===== config.mk =====
export PLATFORM = sky130hd
export DESIGN_NAME = alu_issue_ctrl
export DESIGN_NICKNAME = d
export VERILOG_FILES = /design/src/rtl/alu_issue_ctrl.sv
export SDC_FILE = /design/constraint.sdc
export NUM_CORES = 1
export LEC_CHECK = 0
export BUFFER_PORTS_ARGS = -buffer_cell sky130_fd_sc_hd__buf_2
export CORE_UTILIZATION = 54
export DETAILED_ROUTE_END_ITERATION = 7
export MAX_ROUTING_LAYER = met4
export PLACE_DENSITY = 0.86
export SLEW_MARGIN = 20
export SYNTH_ARGS = -nofsm -noshare
export SYNTH_HDL_FRONTEND = slang
export SYNTH_SLANG_ARGS = --single-unit
export TNS_END_PERCENT = 5

===== constraint.sdc =====
create_clock -name clk -period 2.33 [get_ports clk]
set_clock_uncertainty 0.1 [all_clocks]
set_input_delay 0.233 -clock clk [delete_from_list [all_inputs] [get_ports clk]]
set_output_delay 0.233 -clock clk [all_outputs]
set_load 0.005 [all_outputs]

===== src/rtl/alu_issue_ctrl.sv =====
// Generic FIFO with a registered head: head_dat only changes on a pop or on a push into an empty FIFO.
// Latency: a push is visible at head_dat after one edge. There is no overflow guard; callers push only when count < DEPTH.
module sync_fifo #(
  parameter int W     = 8,
  parameter int DEPTH = 4
) (
  input  logic                       clk,
  input  logic                       rst_n,
  input  logic                       push_vld,
  input  logic [W-1:0]               push_dat,
  input  logic                       pop_vld,
  output logic [W-1:0]               head_dat,
  output logic [$clog2(DEPTH):0]     count
);
  localparam int AW = $clog2(DEPTH);

  logic [W-1:0]  mem [DEPTH];
  logic [AW-1:0] wr_ptr;
  logic [AW-1:0] rd_ptr;
  logic [AW-1:0] rd_ptr_nxt;
  logic          empty;
  logic          last;

  assign rd_ptr_nxt = rd_ptr + 1'b1;
  assign empty      = (count == '0);
  assign last       = (count == (AW+1)'(1));

  always_ff @(posedge clk) begin
    if (push_vld)
      mem[wr_ptr] <= push_dat;
  end

  always_ff @(posedge clk or negedge rst_n) begin
    if (!rst_n) begin
      wr_ptr   <= '0;
      rd_ptr   <= '0;
      count    <= '0;
      head_dat <= '0;
    end else begin
      if (push_vld)
        wr_ptr <= wr_ptr + 1'b1;
      if (pop_vld)
        rd_ptr <= rd_ptr_nxt;
      case ({push_vld, pop_vld})
        2'b10:   count <= count + 1'b1;
        2'b01:   count <= count - 1'b1;
        default: ;
      endcase
      // Head reloads from the incoming word when it is (or becomes) the only entry.
      if (push_vld && (empty || (pop_vld && last)))
        head_dat <= push_dat;
      else if (pop_vld && !empty && !last)
        head_dat <= mem[rd_ptr_nxt];
    end
  end
endmodule

// Issue stage for a one-cycle registered ALU: request FIFO -> operand regs -> tag shadow -> result FIFO.
// Latency: accept at E, issue E+1, ALU capture E+2, result written E+3. Issue stalls while results queued + in flight reach 4.
module alu_issue_ctrl #(
  parameter int N     = 16,
  parameter int DEPTH = 4,
  parameter int TAG_W = 4
) (
  input  logic             clk,
  input  logic             rst_n,
  input  logic             in_valid,
  output logic             in_ready,
  input  logic [N-1:0]     in_a,
  input  logic [N-1:0]     in_b,
  input  logic [2:0]       in_op,
  input  logic [TAG_W-1:0] in_tag,
  output logic [N-1:0]     alu_a,
  output logic [N-1:0]     alu_b,
  output logic [2:0]       alu_op,
  input  logic [N-1:0]     alu_result,
  output logic             out_valid,
  input  logic             out_ready,
  output logic [N-1:0]     out_result,
  output logic [TAG_W-1:0] out_tag,
  output logic             out_illegal
);
  localparam int AW        = $clog2(DEPTH);
  localparam int RES_DEPTH = 4;

  typedef struct packed {
    logic [N-1:0]     a;
    logic [N-1:0]     b;
    logic [2:0]       op;
    logic [TAG_W-1:0] tag;
  } req_t;

  typedef struct packed {
    logic [N-1:0]     result;
    logic [TAG_W-1:0] tag;
    logic             ill;
  } res_t;

  req_t        req_in_dat;
  req_t        req_head_dat;
  logic        req_push_vld;
  logic        req_pop_vld;
  logic [AW:0] req_count;
  logic        req_full;
  logic        req_empty;

  res_t        res_in_dat;
  res_t        res_head_dat;
  logic        res_pop_vld;
  logic [2:0]  res_count;

  logic             iss_v;
  logic             iss_ill;
  logic [TAG_W-1:0] iss_tag;
  logic             alu_v;
  logic             alu_ill;
  logic [TAG_W-1:0] alu_tag;
  logic [3:0]       credit_sum;

  assign req_full     = (req_count == (AW+1)'(DEPTH));
  assign req_empty    = (req_count == '0);
  assign in_ready     = rst_n && !req_full;
  assign req_push_vld = in_valid && in_ready;
  assign req_in_dat   = {in_a, in_b, in_op, in_tag};

  sync_fifo #(
    .W     ($bits(req_t)),
    .DEPTH (DEPTH)
  ) u_req (
    .clk      (clk),
    .rst_n    (rst_n),
    .push_vld (req_push_vld),
    .push_dat (req_in_dat),
    .pop_vld  (req_pop_vld),
    .head_dat (req_head_dat),
    .count    (req_count)
  );

  // Every op already issued or inside the ALU will land in the result FIFO, so reserve its slot now.
  assign credit_sum  = 4'(res_count) + 4'(iss_v) + 4'(alu_v);
  assign req_pop_vld = !req_empty && (credit_sum < 4'(RES_DEPTH));

  always_ff @(posedge clk or negedge rst_n) begin
    if (!rst_n) begin
      alu_a   <= '0;
      alu_b   <= '0;
      alu_op  <= 3'd7;
      iss_v   <= 1'b0;
      iss_tag <= '0;
      iss_ill <= 1'b0;
      alu_v   <= 1'b0;
      alu_tag <= '0;
      alu_ill <= 1'b0;
    end else begin
      iss_v <= req_pop_vld;
      if (req_pop_vld) begin
        alu_a   <= req_head_dat.a;
        alu_b   <= req_head_dat.b;
        alu_op  <= req_head_dat.op;
        iss_tag <= req_head_dat.tag;
        iss_ill <= (req_head_dat.op[2:1] == 2'b11);
      end
      // Shadow of the ALU result register: alu_result belongs to alu_tag when alu_v is set.
      alu_v   <= iss_v;
      alu_tag <= iss_tag;
      alu_ill <= iss_ill;
    end
  end

  assign res_in_dat  = {alu_result, alu_tag, alu_ill};
  assign out_valid   = (res_count != '0);
  assign res_pop_vld = out_valid && out_ready;

  sync_fifo #(
    .W     ($bits(res_t)),
    .DEPTH (RES_DEPTH)
  ) u_res (
    .clk      (clk),
    .rst_n    (rst_n),
    .push_vld (alu_v),
    .push_dat (res_in_dat),
    .pop_vld  (res_pop_vld),
    .head_dat (res_head_dat),
    .count    (res_count)
  );

  assign out_result  = res_head_dat.result;
  assign out_tag     = res_head_dat.tag;
  assign out_illegal = res_head_dat.ill;
endmodule


Word-level counts from Yosys, hierarchy flattened --
Memories as Yosys holds them, arrays and structs flattened. Cells that the tools add are included. Widths: inputs -> output; s select.
Storage, ports and cells: memory bits (writable) 240, bits of input ports 59, memories 2, register bits 121
Memory list:
- u_req.mem | depth 4, bits a word 39, rd ports 1, clocked after memory_dff 0, wr ports 1, RTL line 17 | logic [W-1:0] mem [DEPTH];
- u_res.mem | depth 4, bits a word 21, rd ports 1, clocked after memory_dff 0, wr ports 1, RTL line 17
Operators by class: $lt $le $gt $ge 1, reductions and logical operators 26, eq/ne operators 8, multiplexer cells 10, $add $sub $neg 10
Operators with widths (number):
- $mux 39 | 2
- $mux 21 | 2
- $logic_and 1x1->1 | 12
- $pmux 3 s2 | 2
- $add 2x1->2 const B | 4
- $reduce_bool 2->1 | 4
- $add 3x1->3 const B | 2
- $eq 2x2->1 const B | 3
- $eq 3x1->1 const B | 2
- $logic_not 3->1 | 2
- $sub 3x1->3 const B | 2
- $logic_not 1->1 | 5
- $add 3x1->4 | 1
- $add 4x1->4 | 1
- $eq 2x1->1 const B | 2
- $lt 4x3->1 const B | 1
- $mux 1 | 4
- $eq 3x3->1 const B | 1
- $reduce_bool 3->1 | 1
- $logic_or 1x1->1 | 2

Depth between registers and ports, before layout --
depth in word-level cells 8, gate-level depth with buffers 10, depth with buffers taken out 9

Cells and area by module --
Synthesis repeated with hierarchy kept, for this count alone.
Second synthesis, totals: cell total of the unflattened synthesis 832, area total of the unflattened synthesis 14453.9 um2
Modules (own cells, without submodules):
- sync_fifo at u_req | cells each 462, area an instance 8022.7 um2, seq. area each 5835.6 um2, times used 1
- sync_fifo at u_res | cells each 268, area an instance 4531.8 um2, seq. area each 3223.1 um2, times used 1
- alu_issue_ctrl | cells each 102, area an instance 1899.3 um2, seq. area each 1179.9 um2, times used 1

Least setup slack after synthesis --
No wires, ideal clock.
path type register to register, start point register u_req.count[0], end point memory u_req.mem[0][0] (netlist bit), enable pin, arrival time 1.942 ns, period minus slack after synthesis 2.443 ns, slack -0.113 ns, cell stages (with the launch flop) 5, cell sequence dfrtp_1 > inv_1 > ha_1 > a21boi_2 > and3_1
On the way: cells in the longest elaborated chain, start to end 6
RTL lines:
- start: declaration | RTL line 13 | output logic [$clog2(DEPTH):0] count
- start signal: assignment | RTL line 45 | 2'b10: count <= count + 1'b1;
- start signal: assignment | RTL line 46 | 2'b01: count <= count - 1'b1;
- $eq 3x3->1 | RTL line 120 | assign req_full = (req_count == (AW+1)'(DEPTH));
- $logic_not 1->1 | RTL line 122 | assign in_ready = rst_n && !req_full;
- $logic_and 1x1->1 | RTL line 122
- named net in_ready | RTL line 68 | output logic in_ready,
- $logic_and 1x1->1 | RTL line 123 | assign req_push_vld = in_valid && in_ready;
- $mux 1 | RTL line 29 | if (push_vld)
- $mux 1 (implied by the code) | RTL line 30 | mem[wr_ptr] <= push_dat;
- end: declaration | RTL line 17
The timed path passes the listed nets, and every way through them passes these cells.

Worst setup path after layout --
start point register u_res.count[0], end point register u_req.head_dat[9]
On the way: cells in the longest elaborated chain, start to end 8, elaborated cells on any way between the ends 11
RTL lines:
- start: declaration | RTL line 13
- start signal: assignment | RTL line 45
- start signal: assignment | RTL line 46
- $add 3x1->4 * | RTL line 140 | assign credit_sum = 4'(res_count) + 4'(iss_v) + 4'(alu_v);
- $add 4x1->4 * | RTL line 140
- $lt 4x3->1 * | RTL line 141 | assign req_pop_vld = !req_empty && (credit_sum < 4'(RES_DEPTH));
- $logic_and 1x1->1 * | RTL line 141
- $logic_and 1x1->1 | RTL line 50 | if (push_vld && (empty || (pop_vld && last)))
- $logic_or 1x1->1 | RTL line 50
- $logic_and 1x1->1 | RTL line 50
- $mux 39 or $reduce_bool 2->1 (tied branches)
- end signal: assignment | RTL line 51 | head_dat <= push_dat;
- end signal: assignment | RTL line 53 | head_dat <= mem[rd_ptr_nxt];
- end: declaration | RTL line 12 | output logic [W-1:0] head_dat,
Every way passes the cells marked *; elsewhere a longest branch is shown, timed or not. A chain may end at the register's enable or synchronous reset.

==> metrics list <==
* Outcome: finished clean
* MaxCap Viol Count: 0
* Class of the tightest hold or removal check: in -> reg
- The smallest clock period supported by the final layout is computed as 2230 ps.
- The final critical path takes up 95.9% of the cycle.
- Drt pass-1 iters: 4
* Die area: 26,800 µm²
- Fill cell instance count of the final layout: 1,563
- Clock net sink count: 361
- Before CTS, the worst setup slack after placement is 47.6 ps.
* Drt wl/cell: 21.7 µm
* Worst slew margin relative to its limit: 53.6%
* Count of boundary I/O pins: 117
- Counting flops with a built-in enable in the synthesized netlist gives 240.
- The top cell type by area accounts for 51.0% of the synthesized area.
- For this run, the share of the core covered by cells in the final layout is 67.5%.
* Worst reg2reg setup slack: 100 ps
- Seq cells post-synth: 361
* Cells after Synth: 719
- The total overflow left after global routing is 0.
- Port buffering added 116 buffers.
- Pwr dens: 1360 nW/µm²
* Number of vias after detailed routing: 7,212
- Once detail routing completed, the nets flagged for antenna violations numbered 0.
* Total Routing Usage GR: 22.4%
- Most area-hungry cell type in the Yosys netlist: edfxtp_1
- Worst skew pair latency: 520 ps
- At the pin with the least slew margin, the transition time is 696 ps.
- Post-CTS timing repair inserted 0 buffers for setup.
- Crit end category: flop
- The startpoint identified for the worst hold timing path is in_valid.
- Count of H-tree levels built during CTS: 2
* Cell with the most instances after synthesis: edfxtp_1
- Share of final-layout standard cells stronger than drive strength 1: 41.7%
- Data on the critical path is required at its endpoint by 2640 ps.
* DP Wirelength: 16.5 mm
- Timing would allow up to 447 MHz.
- Max-slew violation count: 0
- The repair_antennas step left the layout with diodes totalling 0.
* Arrival @ worst endpoint: 2540 ps
- The number of global-route vias before repair is 7,921.
- The number of cells on the worst reg-to-reg path is 6.
- The die is 164 µm wide.
* Worst setup margin: 95.2 ps
* CP Class: reg -> reg
* Clock root buffer: clkbuf_16
- Clock Tree Buf Depth: 3
- Cell area after synthesis: 14,100 µm²
- Std cell rows: 58
- For hold timing, the worst endpoint is u_req.wr_ptr[0].
* Number of placed cells counting well taps: 1,164
- The most used flip-flop cell after synthesis is edfxtp_1.
* Share of flip-flops with an asynchronous set or reset: 33.5%
- Ranked by total cell area, the synthesized netlist is headed by edfxtp_1 51%, dfrtp_1 21%, mux4_2 9.6%.
- Min-Delay Path Depth: 3
- Height of the die: 164 µm
- Non-filler instance count after layout: 1,285
- Final setup vio count: 0
- Most instantiated cells after synthesis: 240 x edfxtp_1, 118 x dfrtp_1, 107 x mux2_2, 60 x mux4_2, 25 x nor2_1
* Leakage power figure: 6.44 nW
* Number of buffers added by the clock tree synthesis step: 36
- The synthesized netlist contains 32 unique library cells.
* Capture point of the worst reg-to-reg path: u_req.head_dat[9]
* Pin count of the biggest net entering global routing: 122
- Area of the core: 25,400 µm²
- Initial detailed-routing violation count: 382
- Initial cell density of the core: 55.6%
- From synthesis to final layout, the design area changed by 21.4%.
* Wire length of the first global-routing pass: 43.3 mm
- Startpoint of the worst register-to-register path: u_res.count[0]
- Setup repair after global routing missed its margin: no
- The number of nets in the synthesized netlist is 797.
* Clock-pin transition on the worst setup and hold timing paths: 60 ps
- The initial antenna violation count came to 0.
- For this run, design rule violations remaining after detail routing come to 0.
* Vias per cell: 5.61
- For this run, the number of Yosys warnings is 0.
- STA classifies the critical path startpoint as a flop.
- NumNets Final: 1,006
- The design draws 23.4 mW.
- After detailed routing, the total wire length is 27.9 mm.
* Seq/Total Area, Yosys: 72.5%
- Summed over all failing endpoints, the final setup total negative slack is 0 ps.
- Each instance of the synthesized netlist takes up on average 19.7 µm².
* Final hold violation count: 0
* TritonCTS clock tree: done
- Largest fanout on the critical path: 21
* Weighted congestion reported at the end of routability-driven placement: 0.745
* IR drop worst, VDD: 0.971 mV
## kinds of logic after synthesis
kind of cell             Yosys count  synth area share, %
flip-flops                       361                 72.5
multiplexers                     200                 20.8
AND/OR/NAND/NOR                   49                 1.65
buffers and inverters             46                 1.44
AO/OA/AOI/OAI                     32                 1.24
adder cells (fa/ha/maj)           19                 1.68
XOR/XNOR                          12                0.744
## flip-flops by register name, indices dropped and copies added, names as in the netlist, 2 cells and up
name and flops:
u_res.mem 84, alu_tag 4, u_req.wr_ptr 2, u_req.count 3, u_res.rd_ptr 2, u_res.wr_ptr 2, alu_op 3, iss_tag 4
alu_a 16, u_req.mem 156, u_req.head_dat 39, u_req.rd_ptr 2, u_res.head_dat 21, alu_b 16, u_res.count 3
## worst max-delay path by stage
stage | from | end | slack, ps | cells after the start
5_1_grt | u_res.count[0] | u_req.head_dat[9] | 20 | 6
3_3_place_gp | u_res.count[0] | u_req.head_dat[18] | 150 | 6
3_5_place_dp | u_res.count[0] | u_req.head_dat[16] | 50 | 6
4_1_cts | u_res.count[0] | u_req.head_dat[9] | 30 | 6
6_report | u_res.count[0] | u_req.head_dat[9] | 100 | 6
2_1_floorplan | u_req.count[0] | u_req.mem[2][0] | -110 | 4
## final cells by class
cell class | instances | area [µm²] | share of cell area [%]
clock buffers | 54 | 1070 | 6.24
clock inverters | 11 | 92.6 | 0.540
inverters | 12 | 45.0 | 0.263
multi-input cells | 312 | 3710 | 21.6
flip-flops and latches | 361 | 10200 | 59.7
well taps | 330 | 413 | 2.41
repair buffers | 205 | 1580 | 9.23
## power breakdown
part / switching [mW] / internal, mW / total, mW
logic: 3.49 / 4.49 / 7.98
registers: 0.979 / 8.77 / 9.75
clock network: 2.35 / 3.31 / 5.66
total: 6.82 / 16.6 / 23.4
## timing repair
action	4_1_cts	5_1_grt
gates resized for setup	0	1
endpoints found under the hold margin	386	0
setup endpoints to repair	0	35
hold buffers	56	0
## worst max-delay path, cell delays in order, from the launching register on
cell     delay (ps)
dfrtp_1         450
ha_1            330
nand3_1         140
o211a_2         260
buf_12          190
mux2_2          360
mux2_2          290
## cells in the final DEF, fill, tap and decap left out, types with 15 or more instances in the layout
cell type      synthesis  final
mux2i_1               23     23
ha_1                  19     19
dfrtp_1              118    116
mux4_2                60     60
a21oi_1               23     22
mux2_2               107    107
edfxtp_1             240    240
buf_12                 0     15
buf_4                  0     18
clkbuf_16              0     38
nor2_1                25     25
dlygate4sd3_1          0     56
buf_2                 13    115
## stage by stage
step | hold WS, ps | cell area [µm²]
final | 42.8 | 17200
after floorplan | -163 | 14100
after detailed placement | 262 | 15400
after CTS | 21.3 | 17100
after global routing | 56.2 | 17200
after global placement | 258 | 15400
## metal layers
metal / track usage [%] / share of wire [%] / up-vias
li1: - / - / 3206
met4: 8.08 / 2.3 / 0
met3: 3.43 / 4.7 / 59
met2: 39.0 / 53 / 213
met1: 26.5 / 40 / 3734
met5: - / 0 / -
Power figures use the tool's default switching activity.
